## src/rtl/mem_access_stage_if.sv

```systemverilog
// ---------------------------------------------------------------------------
// mem_access_stage_if : EX/MEM inputs, data-memory handshake and MEM/WB outputs
// Revision 1.0
// ---------------------------------------------------------------------------
`default_nettype none

interface mem_access_stage_if;
   logic        ex_valid;
   logic [31:0] ex_aluresult;
   logic [31:0] ex_storedata;
   logic        ex_memread;
   logic        ex_memwrite;
   logic [1:0]  ex_size;
   logic [1:0]  ex_wb;
   logic        stall;
   logic        dmem_req;
   logic        dmem_we;
   logic [31:0] dmem_addr;
   logic [3:0]  dmem_be;
   logic [31:0] dmem_wdata;
   logic [31:0] dmem_rdata;
   logic        dmem_ack;
   logic [31:0] wb_datafrommem;
   logic [31:0] wb_datafromimm;
   logic [1:0]  wb_ctl;
   logic        wb_nop;
   logic [31:0] wb_datamask;
   logic        misalign;
   logic        bus_err;

   modport master (
      input  ex_valid, ex_aluresult, ex_storedata, ex_memread, ex_memwrite,
             ex_size, ex_wb, dmem_rdata, dmem_ack,
      output stall, dmem_req, dmem_we, dmem_addr, dmem_be, dmem_wdata,
             wb_datafrommem, wb_datafromimm, wb_ctl, wb_nop, wb_datamask,
             misalign, bus_err
   );

   modport slave (
      output ex_valid, ex_aluresult, ex_storedata, ex_memread, ex_memwrite,
             ex_size, ex_wb, dmem_rdata, dmem_ack,
      input  stall, dmem_req, dmem_we, dmem_addr, dmem_be, dmem_wdata,
             wb_datafrommem, wb_datafromimm, wb_ctl, wb_nop, wb_datamask,
             misalign, bus_err
   );
endinterface

`default_nettype wire

```

## src/rtl/mem_access_stage.sv

```systemverilog
// ---------------------------------------------------------------------------
// mem_access_stage : MIPS MEM stage, req/ack data-memory access and MEM/WB regs
// Revision 1.0
// ---------------------------------------------------------------------------
`default_nettype none

module mem_access_stage #(
   parameter int unsigned TIMEOUT_CYCLES = 255
) (
   input  wire logic          clk,
   input  wire logic          reset,
   mem_access_stage_if.master bus
);

   typedef enum logic [1:0] {
      S_IDLE    = 2'd0,
      S_RD_WAIT = 2'd1,
      S_WR_WAIT = 2'd2
   } state_t;

   state_t      r_state;
   logic [31:0] r_tcnt;
   logic [1:0]  r_off;
   logic [1:0]  r_size;

   logic        w_is_mem;
   logic        w_aligned;
   logic        w_start;
   logic        w_wait;
   logic        w_timeout;
   logic [3:0]  w_st_be;
   logic [31:0] w_st_wdata;
   logic [31:0] w_ld_mask;
   logic [31:0] w_ld_data;

   assign w_is_mem  = bus.ex_valid & (bus.ex_memread | bus.ex_memwrite);
   assign w_aligned = (bus.ex_size == 2'b00)
                    | ((bus.ex_size == 2'b01) & ~bus.ex_aluresult[0])
                    | (bus.ex_size[1] & (bus.ex_aluresult[1:0] == 2'b00));
   assign w_start   = (r_state == S_IDLE) & w_is_mem & w_aligned;
   assign w_wait    = (r_state != S_IDLE);
   assign w_timeout = w_wait & ~bus.dmem_ack & (TIMEOUT_CYCLES != 0)
                    & (r_tcnt == TIMEOUT_CYCLES - 32'd1);
   // A timed-out op is dropped, so stall falls on the abort cycle as well
   assign bus.stall = ~reset & (w_start | (w_wait & ~bus.dmem_ack & ~w_timeout));

   always_comb begin
      w_st_be    = 4'b1111;
      w_st_wdata = bus.ex_storedata;
      case (bus.ex_size)
         2'b00: begin
            w_st_be    = 4'b0001 << bus.ex_aluresult[1:0];
            w_st_wdata = {4{bus.ex_storedata[7:0]}};
         end
         2'b01: begin
            w_st_be    = bus.ex_aluresult[1] ? 4'b1100 : 4'b0011;
            w_st_wdata = {2{bus.ex_storedata[15:0]}};
         end
         default: ;
      endcase
   end

   always_comb begin
      case (r_size)
         2'b00:   w_ld_mask = 32'h0000_00FF;
         2'b01:   w_ld_mask = 32'h0000_FFFF;
         default: w_ld_mask = 32'hFFFF_FFFF;
      endcase
   end

   assign w_ld_data = (bus.dmem_rdata >> {r_off, 3'b000}) & w_ld_mask;

   always_ff @(posedge clk or posedge reset) begin
      if (reset) begin
         r_state            <= S_IDLE;
         r_tcnt             <= 32'd0;
         r_off              <= 2'b00;
         r_size             <= 2'b00;
         bus.dmem_req       <= 1'b0;
         bus.dmem_we        <= 1'b0;
         bus.dmem_addr      <= 32'd0;
         bus.dmem_be        <= 4'b0000;
         bus.dmem_wdata     <= 32'd0;
         bus.wb_datafrommem <= 32'd0;
         bus.wb_datafromimm <= 32'd0;
         bus.wb_ctl         <= 2'b00;
         bus.wb_nop         <= 1'b1;
         bus.wb_datamask    <= 32'hFFFF_FFFF;
         bus.misalign       <= 1'b0;
         bus.bus_err        <= 1'b0;
      end else begin
         bus.misalign       <= 1'b0;
         bus.bus_err        <= 1'b0;
         bus.wb_datafromimm <= bus.ex_aluresult;
         bus.wb_datafrommem <= 32'd0;
         bus.wb_datamask    <= 32'hFFFF_FFFF;
         bus.wb_ctl         <= 2'b00;
         bus.wb_nop         <= 1'b1;
         case (r_state)
            S_IDLE: begin
               if (w_start) begin
                  r_state        <= bus.ex_memwrite ? S_WR_WAIT : S_RD_WAIT;
                  r_tcnt         <= 32'd0;
                  r_off          <= bus.ex_aluresult[1:0];
                  r_size         <= bus.ex_size;
                  bus.dmem_req   <= 1'b1;
                  bus.dmem_we    <= bus.ex_memwrite;
                  bus.dmem_addr  <= {bus.ex_aluresult[31:2], 2'b00};
                  bus.dmem_be    <= bus.ex_memwrite ? w_st_be : 4'b1111;
                  bus.dmem_wdata <= w_st_wdata;
               end else if (w_is_mem) begin
                  bus.misalign <= 1'b1;
               end else begin
                  bus.wb_ctl <= bus.ex_wb;
                  bus.wb_nop <= ~bus.ex_valid;
               end
            end
            default: begin
               if (bus.dmem_ack) begin
                  r_state      <= S_IDLE;
                  bus.dmem_req <= 1'b0;
                  bus.wb_ctl   <= bus.ex_wb;
                  bus.wb_nop   <= 1'b0;
                  if (r_state == S_RD_WAIT) begin
                     bus.wb_datafrommem <= w_ld_data;
                     bus.wb_datamask    <= w_ld_mask;
                  end
               end else if (w_timeout) begin
                  r_state      <= S_IDLE;
                  bus.dmem_req <= 1'b0;
                  bus.bus_err  <= 1'b1;
               end else begin
                  r_tcnt <= r_tcnt + 32'd1;
               end
            end
         endcase
      end
   end

endmodule

`default_nettype wire

```

## src/flat_wrapper.sv

```systemverilog
// flat-port wrapper written by rule: the top's interface ports become plain ports
module mem_access_stage_flat 
#(
   parameter int unsigned TIMEOUT_CYCLES = 255
)
  (clk, reset, bus_ex_valid, bus_ex_aluresult, bus_ex_storedata, bus_ex_memread, bus_ex_memwrite, bus_ex_size, bus_ex_wb, bus_dmem_rdata, bus_dmem_ack, bus_stall, bus_dmem_req, bus_dmem_we, bus_dmem_addr, bus_dmem_be, bus_dmem_wdata, bus_wb_datafrommem, bus_wb_datafromimm, bus_wb_ctl, bus_wb_nop, bus_wb_datamask, bus_misalign, bus_bus_err);
  mem_access_stage_if bus_i ();
  input  wire logic clk;
  input  wire logic reset;
  input wire logic [$bits(bus_i.ex_valid)-1:0] bus_ex_valid;
  input wire logic [$bits(bus_i.ex_aluresult)-1:0] bus_ex_aluresult;
  input wire logic [$bits(bus_i.ex_storedata)-1:0] bus_ex_storedata;
  input wire logic [$bits(bus_i.ex_memread)-1:0] bus_ex_memread;
  input wire logic [$bits(bus_i.ex_memwrite)-1:0] bus_ex_memwrite;
  input wire logic [$bits(bus_i.ex_size)-1:0] bus_ex_size;
  input wire logic [$bits(bus_i.ex_wb)-1:0] bus_ex_wb;
  input wire logic [$bits(bus_i.dmem_rdata)-1:0] bus_dmem_rdata;
  input wire logic [$bits(bus_i.dmem_ack)-1:0] bus_dmem_ack;
  output wire logic [$bits(bus_i.stall)-1:0] bus_stall;
  output wire logic [$bits(bus_i.dmem_req)-1:0] bus_dmem_req;
  output wire logic [$bits(bus_i.dmem_we)-1:0] bus_dmem_we;
  output wire logic [$bits(bus_i.dmem_addr)-1:0] bus_dmem_addr;
  output wire logic [$bits(bus_i.dmem_be)-1:0] bus_dmem_be;
  output wire logic [$bits(bus_i.dmem_wdata)-1:0] bus_dmem_wdata;
  output wire logic [$bits(bus_i.wb_datafrommem)-1:0] bus_wb_datafrommem;
  output wire logic [$bits(bus_i.wb_datafromimm)-1:0] bus_wb_datafromimm;
  output wire logic [$bits(bus_i.wb_ctl)-1:0] bus_wb_ctl;
  output wire logic [$bits(bus_i.wb_nop)-1:0] bus_wb_nop;
  output wire logic [$bits(bus_i.wb_datamask)-1:0] bus_wb_datamask;
  output wire logic [$bits(bus_i.misalign)-1:0] bus_misalign;
  output wire logic [$bits(bus_i.bus_err)-1:0] bus_bus_err;
  assign bus_i.ex_valid = bus_ex_valid;
  assign bus_i.ex_aluresult = bus_ex_aluresult;
  assign bus_i.ex_storedata = bus_ex_storedata;
  assign bus_i.ex_memread = bus_ex_memread;
  assign bus_i.ex_memwrite = bus_ex_memwrite;
  assign bus_i.ex_size = bus_ex_size;
  assign bus_i.ex_wb = bus_ex_wb;
  assign bus_i.dmem_rdata = bus_dmem_rdata;
  assign bus_i.dmem_ack = bus_dmem_ack;
  assign bus_stall = bus_i.stall;
  assign bus_dmem_req = bus_i.dmem_req;
  assign bus_dmem_we = bus_i.dmem_we;
  assign bus_dmem_addr = bus_i.dmem_addr;
  assign bus_dmem_be = bus_i.dmem_be;
  assign bus_dmem_wdata = bus_i.dmem_wdata;
  assign bus_wb_datafrommem = bus_i.wb_datafrommem;
  assign bus_wb_datafromimm = bus_i.wb_datafromimm;
  assign bus_wb_ctl = bus_i.wb_ctl;
  assign bus_wb_nop = bus_i.wb_nop;
  assign bus_wb_datamask = bus_i.wb_datamask;
  assign bus_misalign = bus_i.misalign;
  assign bus_bus_err = bus_i.bus_err;
  mem_access_stage #(.TIMEOUT_CYCLES(TIMEOUT_CYCLES)) u_core (.clk(clk), .reset(reset), .bus(bus_i));
endmodule
```

## config.mk

```make
export PLATFORM = sky130hd
export DESIGN_NAME = mem_access_stage_flat
export DESIGN_NICKNAME = d
export VERILOG_FILES = /design/src/rtl/mem_access_stage_if.sv /design/src/rtl/mem_access_stage.sv /design/src/flat_wrapper.sv
export SDC_FILE = /design/constraint.sdc
export NUM_CORES = 1
export LEC_CHECK = 0
export ABC_AREA = 1
export CAP_MARGIN = 0
export CORE_UTILIZATION = 49
export CTS_CLUSTER_DIAMETER = 150
export DETAILED_ROUTE_END_ITERATION = 7
export PLACE_DENSITY_LB_ADDON = 0.3
export SLEW_MARGIN = 0
export SYNTH_ARGS = -nofsm -noshare
export SYNTH_HDL_FRONTEND = slang
export SYNTH_SLANG_ARGS = --single-unit
```

## constraint.sdc

```tcl
create_clock -name clk -period 12.2 [get_ports clk]
set_input_delay 2.44 -clock clk [delete_from_list [all_inputs] [get_ports clk]]
set_output_delay 2.44 -clock clk [all_outputs]
set_load 0.005 [all_outputs]
```

== Word-level counts from Yosys, hierarchy flattened ==
Cells that the tools add are included.

* Register bits: 207
* Input bits: 106
* Output and inout port bits: 172

* Add/sub/neg operators: 1
* Equality and inequality tests: 7
* Shift operators: 2
* Muxes and demuxes: 38
* Bitwise logic cells: 19
* Reductions and logical operators: 9

{| class="wikitable"
|+ Operators with widths
! cell !! count
|-
| two-way mux 32 bit || 10
|-
| case mux 32 bit (2 select lines) || 2
|-
| adder 32 x 1 -> 32 bit, second input constant || 1
|-
| AND 32 bit || 1
|-
| == test 32 x 8 -> 1 bit, second input constant || 1
|-
| right shift 32 x 5 -> 32 bit || 1
|-
| two-way mux 2 bit || 9
|-
| two-way mux 1 bit || 14
|-
| AND 1 bit || 9
|-
| zero test 2 bit || 4
|-
| two-way mux 4 bit || 2
|-
| case mux 4 bit (2 select lines) || 1
|-
| == test 2 x 1 -> 1 bit, second input constant || 3
|-
| inverter 1 bit || 5
|-
| != test 2 x 1 -> 1 bit, second input constant || 2
|-
| bitwise OR 1 bit || 4
|-
| AND reduction 2 bit || 2
|-
| left shift 1 x 2 -> 4 bit, first input constant || 1
|-
| AND reduction 3 bit || 1
|-
| nonzero test 3 bit || 1
|-
| != test 2 bit, second input constant || 1
|-
| nonzero test 2 bit || 1
|}

== Longest topological paths before layout ==
* Word-level depth: 7
* Gate-level depth with buffers: 13

== Worst setup path before layout ==
No wires, ideal clock.

* Path kind: input-to-output
* Start point: in bus_ex_memwrite
* End point: out bus_stall
* Arrival time: 3284 ps
* Data required time: 9760 ps
* Setup slack: 6476 ps
* Stages on the path: 8
* Cell sequence: or2_1 nand2_1 nor2_1 nand2_2 nand2_4 clkinv_2 buf_6 nor2_1

* Longest elaborated chain between the ends: 6

{| class="wikitable"
|+ Ends and longest elaborated chain
! element !! line !! RTL
|-
| from (decl) || flat_wrapper.sv:14 || <nowiki>input wire logic [$bits(bus_i.ex_memwrite)-1:0] bus_ex_memwrite;</nowiki>
|-
| bitwise OR 1 bit || mem_access_stage.sv:36 || <nowiki>assign w_is_mem = bus.ex_valid & (bus.ex_memread | bus.ex_memwrite);</nowiki>
|-
| AND 1 bit || mem_access_stage.sv:36 ||
|-
| AND 1 bit (2 in a row) || mem_access_stage.sv:40 || <nowiki>assign w_start = (r_state == S_IDLE) & w_is_mem & w_aligned;</nowiki>
|-
| bitwise OR 1 bit || mem_access_stage.sv:45 || <nowiki>assign bus.stall = ~reset & (w_start | (w_wait & ~bus.dmem_ack & ~w_timeout));</nowiki>
|-
| AND 1 bit || mem_access_stage.sv:45 ||
|-
| to (decl) || flat_wrapper.sv:19 || <nowiki>output wire logic [$bits(bus_i.stall)-1:0] bus_stall;</nowiki>
|}

Every way passes these cells.

== Final worst setup path ==
* Start point: in bus_ex_size[1]
* End point: out bus_stall

* Longest elaborated chain between the ends: 7

{| class="wikitable"
|+ Ends and longest elaborated chain
! element !! line !! RTL
|-
| from (decl) || flat_wrapper.sv:15 || <nowiki>input wire logic [$bits(bus_i.ex_size)-1:0] bus_ex_size;</nowiki>
|-
| == test 2 x 1 -> 1 bit || mem_access_stage.sv:38 || <nowiki>| ((bus.ex_size == 2'b01) & ~bus.ex_aluresult[0])</nowiki>
|-
| AND 1 bit || mem_access_stage.sv:38 ||
|-
| bitwise OR 1 bit || mem_access_stage.sv:38 ||
|-
| bitwise OR 1 bit (*) || mem_access_stage.sv:39 || <nowiki>| (bus.ex_size[1] & (bus.ex_aluresult[1:0] == 2'b00));</nowiki>
|-
| AND 1 bit (*) || mem_access_stage.sv:40 ||
|-
| bitwise OR 1 bit (*) || mem_access_stage.sv:45 ||
|-
| AND 1 bit (*) || mem_access_stage.sv:45 ||
|}

Every way passes the cells marked *; elsewhere a longest branch is shown, timed or not.

==> flow_summary.yaml <==
cts:
  cts.sinks: 177
  cts_hold_buf: 0
  cts_resized: 0
  clk_root_buffer_cell: "clkbuf_16"
  tritoncts: "done"
  h-tree-depth: 4
  clk-insertion-delay-late_ns: 0.43
  cts_max_path_buffers: 2
  cts_made_buffers: 17
  cts_setup_buffers: 0
  clkTransAtPathRegs_ns: 0.07
logic_synthesis:
  synth_seq_cells: 177
  syn-instance-count: 1013
  syn-cell-area_um2: 8134
  synth_top_area_share_pct: 53.53
  async_flop_share_pct: 100.0
  synth-edff-count: 0
  syn_avg_cell_area_um2: 8.030
  synth.distinct_cells: 33
  synthTopCellsByCount: "nand2_1, dfrtp_1, nor2_1"
  synth_area_leader_cell: "dfrtp_1"
  synth.area.top_cells: "dfrtp_1, nand2_1, nor2_1, buf_4, a21oi_1"
  yosysMostFrequentCell: "nand2_1"
  ys_warn_count: 0
  yosysSeqAreaShare_pct: 54.50
  synth_ff_type: "dfrtp_1"
min_path:
  min_from: "u_core.bus.dmem_wdata[8]"
  hold_class: "reg -> reg"
  min_to: "u_core.bus.dmem_wdata[8]"
  min_path_cells: 2
grt:
  grt_pass1_vias: 6795
  grt_overflow: 0
  grt_max_degree: 102
  antenna_found_initial: 0
  grt_pass1_wl_um: 34560
  grt_use_total_pct: 27.05
layout:
  fillers: 1276
  drive_above_1_share_pct: 4.306
  fin_cells: 1470
  nets: 1349
  syn2layout_area_growth_pct: 38.73
  insertedDiodeCount: 0
timing:
  fin_skew_ns: 0.008525
  final_max_slew_viol_count: 0
  fin_tns_setup_ns: 0
  finalSetupViolCount: 0
  fmaxAchievable_ghz: 0.1225
  rsz0062_at_grt: "no"
  tightest_slew_ns: 1.039
  finalHoldViolCount: 0
  finalCritPeriodShare_pct: 66.92
  period_minus_slack_ns: 8.164
  slew_headroom_pct: 30.71
worst_setup_path:
  worstSetupEndpointType: "output pin"
  reg2reg_to: "u_core.r_tcnt[22]"
  rrSetupSlack_ns: 9.62
  worstPathRequired_ns: 9.76
  reg2regPathDepth: 9
  crit-reg2reg-launch: "u_core.r_state[0]"
  cp-start-kind: "input pin"
  path_class: "in -> out"
  crit_fanout: 79
  cp.arrival_ns: 5.72
routing:
  drt_iter0_markers: 521
  viasPerCell: 4.935
  wirelength_um: 22630
  drc_errors: 0
  ant_nets: 0
  first_pass_iters: 5
  wl_per_cell_um: 15.39
  vias: 7255
place:
  dpl.cell_count: 1438
  dp_hpwl_um: 16400
  gp_congestion: 0.8805
  io_buffer_count: 267
floorplan:
  die_h_um: 130.8
  die_x_um: 130.8
  dieArea_um2: 17120
  core_area_um2: 16060
  initial_core_util_pct: 50.65
  core.rowCount: 46
  io_pins: 278
power:
  pwr_density_cell_nw_per_um2: 170.3
  max-vdd-ir-drop_mv: 0.1456
  leakage_nw: 5.179
run:
  maxCapViolCount: 0
status:
  outcome: "finished clean"
-- flip-flops by register name, summed over array words and instances, names as in the netlist --
signal and count:
u_core.bus.dmem_req 1, u_core.bus.bus_err 1, u_core.bus.dmem_we 1, u_core.r_state 2
u_core.r_off 2, u_core.r_size 2, u_core.bus.wb_datafromimm 32, u_core.bus.wb_nop 1
u_core.bus.dmem_wdata 32, u_core.bus.wb_datafrommem 32, u_core.bus.dmem_be 4, u_core.bus.misalign 1
u_core.r_tcnt 32, u_core.bus.wb_datamask 2, u_core.bus.dmem_addr 30, u_core.bus.wb_ctl 2
-- per-layer routing --
metal / global-route usage [%] / vias up / share of wire [%]
met5: 0 / - / 0
li1: - / 3567 / -
met3: 10.22 / 39 / 9.5
met2: 44.32 / 307 / 49
met1: 33.03 / 3342 / 40
met4: 8.654 / 0 / 2.3
-- stage by stage --
step	worst slack [ns]	power [mW]	hold WS [ns]	cell area [µm²]	util (%)
floorplan	4.963	1.046	0.4635	8164	-
global placement	4.069	1.365	0.4625	10700	66.64
detailed placement	4.034	1.379	0.4643	10700	66.64
CTS	4.053	1.932	0.4870	11280	70.27
global route	3.750	2.024	0.5059	11280	70.27
finish	4.036	1.922	0.4834	11280	70.27
-- kinds of logic after synthesis --
kind of cell	count (synthesis)	synth area share (%)
DFF	177	54.50
adders and majority gates	2	0.3076
and+or+nand+nor	598	28.63
buffers and inverters	121	7.799
muxes	8	0.9845
other	2	0.09233
AOI/OAI and AO/OA	93	6.399
xor gates and xnor gates	12	1.292
-- report_power, final --
group          internal, mW  switching, mW
registers             0.705         0.0892
clock network         0.306          0.241
logic                 0.306          0.276
total                  1.32          0.606
-- layout by cell type, fill, tap and decap left out, drive strengths merged, types with 4 or more instances in the layout --
cell,netlist,routed
a21oi,43,43
a311oi,7,7
a31oi,14,14
buf,51,4
clkbuf,19,19
clkdlybuf4s50,0,267
clkinv,3,6
conb,2,10
dfrtp,174,174
inv,48,53
mux2i,8,8
nand2,433,433
nand3,23,23
nor2,134,134
nor3,4,4
o21ai,25,25
xor2,11,11
-- layout make-up --
type / count / area [µm²] / area share, %
repair buffers: 271 / 2703 / 23.95
inverters: 51 / 197.7 / 1.752
multi-input cells: 723 / 3097 / 27.44
well taps: 216 / 270.3 / 2.395
clock inverters: 13 / 151.4 / 1.342
flip-flops and latches: 177 / 4433 / 39.28
clock buffers: 19 / 432.9 / 3.836
-- worst max-delay path by stage --
stage	startpoint	end	depth (start not counted)
floorplan	reset	u_core.bus.bus_err	1
global placement	bus_ex_size[1]	bus_stall	11
detailed placement	bus_ex_size[1]	bus_stall	11
CTS	bus_ex_size[1]	bus_stall	11
global route	bus_ex_size[1]	bus_stall	11
finish	bus_ex_size[1]	bus_stall	11
-- critical path, cell delays in order --
cell and delay (ns):
clkdlybuf4s50_1 0.46, buf_4 0.29, inv_1 0.24, o21ai_1 0.13, o21ai_1 0.11, nand2_2 0.07, buf_4 0.62, nand2_4 0.38
clkinv_2 0.43, nor2_1 0.07, clkdlybuf4s50_1 0.45
No activity file was read; power rests on OpenSTA's default activity.
